$ cat src/rtl/avaliador_ativos_crauser.sv
// Active-node table with a sequential settle-threshold scan (Crauser OUT or Dijkstra rule).
// Optional threshold/population ports are enabled with macro AVALIADOR_LIMIAR_EN.
module avaliador_ativos_crauser #(
    parameter int unsigned NUM_ATIVOS  = 24,
    parameter int unsigned DIST_WIDTH  = 8,
    parameter int unsigned NODE_WIDTH  = 8,
    parameter int unsigned CUSTO_WIDTH = 8,
    parameter int unsigned MODO        = 0
) (
    input  logic                             clk_in,
    input  logic                             rst_n_in,
    input  logic                             ativar_in,
    input  logic [DIST_WIDTH-1:0]            ativar_distancia_in,
    input  logic [CUSTO_WIDTH-1:0]           ativar_menor_vizinho_in,
    input  logic [NODE_WIDTH-1:0]            ativar_endereco_no_in,
    input  logic                             remover_in,
    input  logic [NODE_WIDTH-1:0]            remover_endereco_no_in,
    input  logic                             ler_distancia_in,
    input  logic [NODE_WIDTH-1:0]            ler_endereco_in,
    output logic [DIST_WIDTH-1:0]            distancia_out,
    output logic                             distancia_hit_out,
    output logic                             cheio_out,
    output logic                             overflow_out,
    output logic                             tem_ativo_out,
    output logic [NUM_ATIVOS-1:0]            aprovados_out,
    output logic                             aprovados_valido_out,
    output logic [NUM_ATIVOS*NODE_WIDTH-1:0] slot_endereco_out
`ifdef AVALIADOR_LIMIAR_EN
    ,
    output logic [DIST_WIDTH:0]              limiar_out,
    output logic [$clog2(NUM_ATIVOS+1)-1:0]  num_ativos_out
`endif
);

    localparam int unsigned IdxW  = (NUM_ATIVOS > 1) ? $clog2(NUM_ATIVOS) : 1;
    localparam int unsigned CritW = DIST_WIDTH + 1;

    typedef enum logic [1:0] {StOcioso, StReduz, StAprova} estado_e;

    estado_e                 estado_q, estado_d;
    logic [NUM_ATIVOS-1:0]   valid_q, valid_d;
    logic [NODE_WIDTH-1:0]   addr_q [NUM_ATIVOS];
    logic [NODE_WIDTH-1:0]   addr_d [NUM_ATIVOS];
    logic [DIST_WIDTH-1:0]   dist_q [NUM_ATIVOS];
    logic [DIST_WIDTH-1:0]   dist_d [NUM_ATIVOS];
    logic [CUSTO_WIDTH-1:0]  mv_q   [NUM_ATIVOS];
    logic [CUSTO_WIDTH-1:0]  mv_d   [NUM_ATIVOS];
    logic                    ovf_q, ovf_d;
    logic                    cheio_q, tem_q;
    logic [IdxW-1:0]         idx_q, idx_d;
    logic [CritW-1:0]        limiar_q, limiar_d;
    logic [NUM_ATIVOS-1:0]   apr_q, apr_d, apr_calc;
    logic                    val_q, val_d;
    logic [DIST_WIDTH-1:0]   rd_dist_q, rd_dist_d;
    logic                    rd_hit_q, rd_hit_d;

    logic                    hit_a, hit_r, hit_l, livre, mesmo, modif;
    logic [IdxW-1:0]         idx_a, idx_r, idx_l, idx_livre;
    logic [CritW-1:0]        crit;

    // Descending scan so the lowest matching/free index wins.
    always_comb begin
        hit_a = 1'b0; idx_a = '0;
        hit_r = 1'b0; idx_r = '0;
        hit_l = 1'b0; idx_l = '0;
        livre = 1'b0; idx_livre = '0;
        for (int i = NUM_ATIVOS - 1; i >= 0; i--) begin
            if (valid_q[i] && addr_q[i] == ativar_endereco_no_in) begin
                hit_a = 1'b1; idx_a = IdxW'(i);
            end
            if (valid_q[i] && addr_q[i] == remover_endereco_no_in) begin
                hit_r = 1'b1; idx_r = IdxW'(i);
            end
            if (valid_q[i] && addr_q[i] == ler_endereco_in) begin
                hit_l = 1'b1; idx_l = IdxW'(i);
            end
            if (!valid_q[i]) begin
                livre = 1'b1; idx_livre = IdxW'(i);
            end
        end
    end

    // Insert uses the pre-remove free map, so a same-cycle remove cannot make room.
    always_comb begin
        valid_d = valid_q;
        addr_d  = addr_q;
        dist_d  = dist_q;
        mv_d    = mv_q;
        ovf_d   = ovf_q;
        modif   = 1'b0;
        mesmo   = ativar_in && remover_in && (ativar_endereco_no_in == remover_endereco_no_in);
        if (ativar_in && !mesmo) begin
            if (hit_a) begin
                if (ativar_distancia_in < dist_q[idx_a]) begin
                    dist_d[idx_a] = ativar_distancia_in;
                    mv_d[idx_a]   = ativar_menor_vizinho_in;
                    modif         = 1'b1;
                end
            end else if (livre) begin
                valid_d[idx_livre] = 1'b1;
                addr_d[idx_livre]  = ativar_endereco_no_in;
                dist_d[idx_livre]  = ativar_distancia_in;
                mv_d[idx_livre]    = ativar_menor_vizinho_in;
                modif              = 1'b1;
            end else begin
                ovf_d = 1'b1;
            end
        end
        if (remover_in && hit_r) begin
            valid_d[idx_r] = 1'b0;
            modif          = 1'b1;
        end
    end

    always_comb begin
        rd_hit_d  = rd_hit_q;
        rd_dist_d = rd_dist_q;
        if (ler_distancia_in) begin
            rd_hit_d  = hit_l;
            rd_dist_d = hit_l ? dist_q[idx_l] : '0;
        end
    end

    always_comb begin
        if (MODO == 0) begin
            crit = CritW'(dist_q[idx_q]) + CritW'(mv_q[idx_q]);
        end else begin
            crit = CritW'(dist_q[idx_q]);
        end
        for (int i = 0; i < NUM_ATIVOS; i++) begin
            if (MODO == 0) begin
                apr_calc[i] = valid_q[i] && (CritW'(dist_q[i]) <= limiar_q);
            end else begin
                apr_calc[i] = valid_q[i] && (CritW'(dist_q[i]) == limiar_q);
            end
        end
    end

    always_comb begin
        estado_d = estado_q;
        idx_d    = idx_q;
        limiar_d = limiar_q;
        apr_d    = apr_q;
        val_d    = val_q;
        unique case (estado_q)
            StOcioso: begin
                if (modif) begin
                    estado_d = StReduz;
                    idx_d    = '0;
                    limiar_d = '1;
                    val_d    = 1'b0;
                end
            end
            StReduz: begin
                if (modif) begin
                    idx_d    = '0;
                    limiar_d = '1;
                end else begin
                    if (valid_q[idx_q] && crit < limiar_q) limiar_d = crit;
                    if (idx_q == IdxW'(NUM_ATIVOS - 1)) estado_d = StAprova;
                    else idx_d = idx_q + IdxW'(1);
                end
            end
            StAprova: begin
                if (modif) begin
                    estado_d = StReduz;
                    idx_d    = '0;
                    limiar_d = '1;
                end else begin
                    apr_d    = apr_calc;
                    val_d    = 1'b1;
                    estado_d = StOcioso;
                end
            end
            default: estado_d = StOcioso;
        endcase
    end

    always_ff @(posedge clk_in or negedge rst_n_in) begin
        if (!rst_n_in) begin
            estado_q  <= StOcioso;
            valid_q   <= '0;
            for (int i = 0; i < NUM_ATIVOS; i++) begin
                addr_q[i] <= '0;
                dist_q[i] <= '0;
                mv_q[i]   <= '0;
            end
            ovf_q     <= 1'b0;
            cheio_q   <= 1'b0;
            tem_q     <= 1'b0;
            idx_q     <= '0;
            limiar_q  <= '0;
            apr_q     <= '0;
            val_q     <= 1'b0;
            rd_dist_q <= '0;
            rd_hit_q  <= 1'b0;
        end else begin
            estado_q  <= estado_d;
            valid_q   <= valid_d;
            addr_q    <= addr_d;
            dist_q    <= dist_d;
            mv_q      <= mv_d;
            ovf_q     <= ovf_d;
            cheio_q   <= &valid_d;
            tem_q     <= |valid_d;
            idx_q     <= idx_d;
            limiar_q  <= limiar_d;
            apr_q     <= apr_d;
            val_q     <= val_d;
            rd_dist_q <= rd_dist_d;
            rd_hit_q  <= rd_hit_d;
        end
    end

`ifdef AVALIADOR_LIMIAR_EN
    localparam int unsigned CntW = $clog2(NUM_ATIVOS + 1);
    logic [CntW-1:0]  cnt_d, cnt_q;
    logic [CritW-1:0] lim_out_q;

    always_comb begin
        cnt_d = '0;
        for (int i = 0; i < NUM_ATIVOS; i++) cnt_d = cnt_d + CntW'(valid_d[i]);
    end

    always_ff @(posedge clk_in or negedge rst_n_in) begin
        if (!rst_n_in) begin
            cnt_q     <= '0;
            lim_out_q <= '0;
        end else begin
            cnt_q <= cnt_d;
            if (estado_q == StAprova && !modif) lim_out_q <= limiar_q;
        end
    end

    assign limiar_out     = lim_out_q;
    assign num_ativos_out = cnt_q;
`endif

    always_comb begin
        slot_endereco_out = '0;
        for (int i = 0; i < NUM_ATIVOS; i++) begin
            slot_endereco_out[i*NODE_WIDTH +: NODE_WIDTH] = addr_q[i];
        end
    end

    assign distancia_out        = rd_dist_q;
    assign distancia_hit_out    = rd_hit_q;
    assign cheio_out            = cheio_q;
    assign overflow_out         = ovf_q;
    assign tem_ativo_out        = tem_q;
    assign aprovados_out        = apr_q;
    assign aprovados_valido_out = val_q;

endmodule

$ cat config.mk
export PLATFORM = sky130hd
export DESIGN_NAME = avaliador_ativos_crauser
export DESIGN_NICKNAME = d
export VERILOG_FILES = /design/src/rtl/avaliador_ativos_crauser.sv
export SDC_FILE = /design/constraint.sdc
export NUM_CORES = 2
export LEC_CHECK = 0
export BUFFER_PORTS_ARGS = -buffer_cell sky130_fd_sc_hd__buf_2
export CORE_UTILIZATION = 50
export DETAILED_ROUTE_END_ITERATION = 7
export MAX_ROUTING_LAYER = met4
export PLACE_DENSITY_LB_ADDON = 0.25
export SYNTH_ARGS = -nofsm -noshare
export SYNTH_HDL_FRONTEND = slang
export SYNTH_SLANG_ARGS = --single-unit
$ cat constraint.sdc
create_clock -name clk_in -period 13.03 [get_ports clk_in]
set_input_delay 1.303 -clock clk_in [delete_from_list [all_inputs] [get_ports clk_in]]
set_output_delay 1.303 -clock clk_in [all_outputs]
set_load 0.02 [all_outputs]
==> out/qor.yml <==
clock_network:
  cts.hold.buffers_added: 0
  cts_tree: "done"
  numClockSinks: 653
  path_clk_slew_ps: 60
  clockRootBuffer: "sky130_fd_sc_hd__clkbuf_16"
  clk-insertion-delay-late_ps: 670
  cts.repair_timing.setup_buffer_count: 0
  cts_buffers: 75
  postCtsResizedCells: 0
  cts.path.max_buffers: 3
  cts.htree.levels: 3
grt:
  pin_count_of_the_biggest_net_entering_global_routing: 139
  antenna_violations_before_repair: 5
  via_count_of_the_first_global_routing_pass: 35587
  globalRouteOverflowTotal: 0
  grt_pass1_wl_um: 244000
  grt_use_total: 0.374
logic_synthesis:
  synth_area_um2: 45400
  async_reset_ff_frac: 1.00
  synth.yosys.seq_area_share: 0.360
  synth-warning-count: 0
  post_synth_num_cell_types: 83
  synth_flop_cell: "sky130_fd_sc_hd__dfrtp_1"
  syn_area_per_cell_um2: 10.9
  post-synth-top-area-cell: "sky130_fd_sc_hd__dfrtp_1"
  ys_seq_elements: 653
  mappedNetlistNets: 4434
  postSynthCellCount: 4172
  synthTopCellsByArea: "sky130_fd_sc_hd__dfrtp_1, sky130_fd_sc_hd__mux2_2, sky130_fd_sc_hd__xnor2_1, sky130_fd_sc_hd__ha_1, sky130_fd_sc_hd__mux4_2"
  count_of_flip_flops_with_a_built_in_enable_after_synthesis: 0
  yosysTopAreaCellShare: 0.360
floorplanning:
  floorplan.die_area_um2: 92000
  fp-row-count: 110
  core_um2: 90000
  initial_core_util: 0.504
  chip_height_um: 303
  pin_count: 274
  die_width_um: 303
sta:
  fmaxAchievable_mhz: 102
  final_period_minus_worst_setup_slack_ps: 9830
  fin_crit_sh: 0.754
  maxSlewViolCount: 0
  worst_pin_slew_ps: 1380
  maxSlewHeadroom: 0.0737
  finalSetupTns_ps: 0
  final.setup_skew_ps: 28.6
  setup_viol: 0
  finalHoldViolations: 0
  timing.final.ws_setup_ps: 3200
  grt_setup_unrepaired: "no"
drt:
  drc_errors_left: 0
  routed_via_density: 6.61
  routedWlPerCell_um: 30.1
  wl_um: 167000
  initialDrtViolationCount: 4016
  firstDrtPassIters: 7
  detail-route-antenna-nets: 0
  via_count: 36806
worst_setup_path:
  worstRegToRegCells: 24
  worst_reg2reg_path_endpoint: "mv_q[97]"
  reg2reg_from: "slot_endereco_out[89]"
  critical_path_arrival_ps: 10390
  setup.worst_path.end_class: "register"
  type_of_origin_of_the_critical_path: "primary input"
  cp_max_fo: 55
  worst_setup_slack_for_register_to_register_paths_ps: 3880
  worstPathRequired_ps: 13590
  crit_type: "in2reg"
placement:
  dpl_worst_slack_ps: 2780
  io_buffers: 273
  dp_hpwl_um: 117000
  place_congestion: 1.02
  numPlacedInstances: 5426
cells_and_area:
  design.final.nets: 4589
  fill_cells: 7861
  area_growth_syn_to_layout_pct: 10.9
  layoutNonFillerInstCount: 5572
  drive_gt1_frac: 0.286
  multi_input_comb_area_um2: 27400
  regArea_um2: 16400
power_and_ir_drop:
  combinationalPowerShare: 0.493
  power.share.switching: 0.436
  power_report.internal_total_mw: 6.93
  ir_worst_vdd_mv: 0.164
  seq_power_share: 0.320
  finalPower_mw: 12.3
  switching_power_mw: 5.36
  power_density_nw_per_um2: 244
  share_clk_of_total_power: 0.187
  power.static_leakage_nw: 22.2
min_path:
  min_delay_path_depth: 1
  hold_path_class: "reg2reg"
  hold_end: "mv_q[63]"
  hold_path_startpoint: "mv_q[63]"
outcome:
  outcome: "finished, final reports clean"
job:
  max_cap_viol_count: 0
synth_stat cells (all sizes together) (8+ instances only):
master and number:
o32ai 8, o22a 17, a31oi 20, mux2 596, mux2i 170, a211oi 58, xnor2 488, nand3 97
nor4 51, a21o 8, nor3 84, nand2 160, nor2b 104, nand4 142, a21oi 141, o211ai 11
ha 216, o22ai 45, or3 19, o21ai 164, or2 10, nand2b 68, buf 116, and2 14
xor2 102, dfrtp 653, nor2 83, inv 97, clkbuf 166, o21a 30, a22oi 22, mux4 119
power groups by stage:
stage               Combinational [mW]  Clock [mW]  Sequential (mW)
global route                      6.50        2.40             4.00
floorplan                         4.12           0             3.68
detailed placement                5.94           0             3.92
finish                            6.06        2.29             3.93
global placement                  5.80           0             3.90
CTS                               5.97        2.32             3.89
area by class of cell:
type | instances | share of cell area
multi-input cells | 3139 | 0.545
flip-flops and latches | 653 | 0.325
clock buffers | 108 | 0.0436
repair buffers | 360 | 0.0406
well taps | 1176 | 0.0292
clock inverters | 32 | 0.00940
inverters | 98 | 0.00731
diodes | 6 | 0.000298
stage by stage:
| stage | utilization | area [µm²] | hold slack [ps] |
|---|---|---|---|
| floorplan | - | 45400 | 459 |
| global placement | 0.529 | 47600 | 472 |
| detailed placement | 0.529 | 47600 | 479 |
| CTS | 0.559 | 50300 | 493 |
| global route | 0.559 | 50300 | 513 |
| finish | 0.559 | 50300 | 491 |
worst max path at each step:
stage | to | depth (start not counted) | slack [ps] | startpoint
4_1_cts | mv_q[97] | 25 | 3470 | ativar_endereco_no_in[6]
2_1_floorplan | dist_q[190] | 32 | 4920 | ativar_endereco_no_in[5]
3_5_place_dp | mv_q[97] | 25 | 2780 | ativar_endereco_no_in[6]
5_1_grt | dist_q[102] | 24 | 2950 | ativar_endereco_no_in[2]
3_3_place_gp | mv_q[105] | 25 | 2810 | ativar_endereco_no_in[6]
6_report | mv_q[97] | 25 | 3200 | ativar_endereco_no_in[6]
worst max-delay path, cell delays in order:
cell and delay [ps]:
sky130_fd_sc_hd__buf_2 500, sky130_fd_sc_hd__xnor2_1 190, sky130_fd_sc_hd__nand3_1 80, sky130_fd_sc_hd__nor3_1 1080, sky130_fd_sc_hd__o2111ai_1 350, sky130_fd_sc_hd__a21oi_1 220, sky130_fd_sc_hd__o21ai_1 360, sky130_fd_sc_hd__a21oi_4 250
sky130_fd_sc_hd__buf_4 370, sky130_fd_sc_hd__buf_4 580, sky130_fd_sc_hd__mux2i_1 250, sky130_fd_sc_hd__nor2_1 50, sky130_fd_sc_hd__a21oi_1 200, sky130_fd_sc_hd__o22ai_1 110, sky130_fd_sc_hd__a311o_1 300, sky130_fd_sc_hd__a211oi_1 240
sky130_fd_sc_hd__ha_1 290, sky130_fd_sc_hd__nor2b_1 130, sky130_fd_sc_hd__or4_1 520, sky130_fd_sc_hd__a2111o_1 430, sky130_fd_sc_hd__a211oi_1 160, sky130_fd_sc_hd__and4_1 230, sky130_fd_sc_hd__a31o_2 760, sky130_fd_sc_hd__and2_1 890
sky130_fd_sc_hd__mux2_2 420
per-layer routing:
layer  GRT usage  wire [µm]
met1       0.485      67000
met2       0.550      74100
met3      0.0762      16100
met4       0.198      10200
met5           -          0
flip-flops by register name, summed over array words and instances (netlist names), 2 cells and up:
register,flops
aprovados_out,24
dist_q,192
distancia_out,8
estado_q,2
idx_q,5
limiar_q,9
mv_q,192
slot_endereco_out,192
valid_q,24
kinds of logic after synthesis:
group | count (synthesis) | synth area share
xor+xnor | 590 | 0.114
flops | 653 | 0.360
buf+inv | 380 | 0.0375
mux | 885 | 0.244
fa+ha+maj | 217 | 0.0600
simple gates | 868 | 0.105
compound gates | 579 | 0.0794
cells in the final DEF, fill, tap and decap left out, types with 17 or more instances in the layout:
cell type and instances:
sky130_fd_sc_hd__nor3_1 82, sky130_fd_sc_hd__inv_1 90, sky130_fd_sc_hd__dfrtp_1 649, sky130_fd_sc_hd__o22ai_1 45
sky130_fd_sc_hd__mux2_2 593, sky130_fd_sc_hd__o21a_1 30, sky130_fd_sc_hd__clkbuf_8 17, sky130_fd_sc_hd__or3_1 18
sky130_fd_sc_hd__buf_4 86, sky130_fd_sc_hd__nand2b_1 68, sky130_fd_sc_hd__nor2b_1 101, sky130_fd_sc_hd__a21oi_1 139
sky130_fd_sc_hd__nand4_1 142, sky130_fd_sc_hd__a211oi_1 58, sky130_fd_sc_hd__ha_1 216, sky130_fd_sc_hd__buf_2 272
sky130_fd_sc_hd__nand3_1 96, sky130_fd_sc_hd__a22oi_1 22, sky130_fd_sc_hd__nand2_1 145, sky130_fd_sc_hd__xnor2_1 488
sky130_fd_sc_hd__mux2i_1 170, sky130_fd_sc_hd__nor2_1 83, sky130_fd_sc_hd__nor4_1 47, sky130_fd_sc_hd__a31oi_1 20
sky130_fd_sc_hd__xor2_1 102, sky130_fd_sc_hd__mux4_2 119, sky130_fd_sc_hd__o22a_1 17, sky130_fd_sc_hd__o21ai_0 160
sky130_fd_sc_hd__clkbuf_16 76
(Power assumes the default switching activity.)
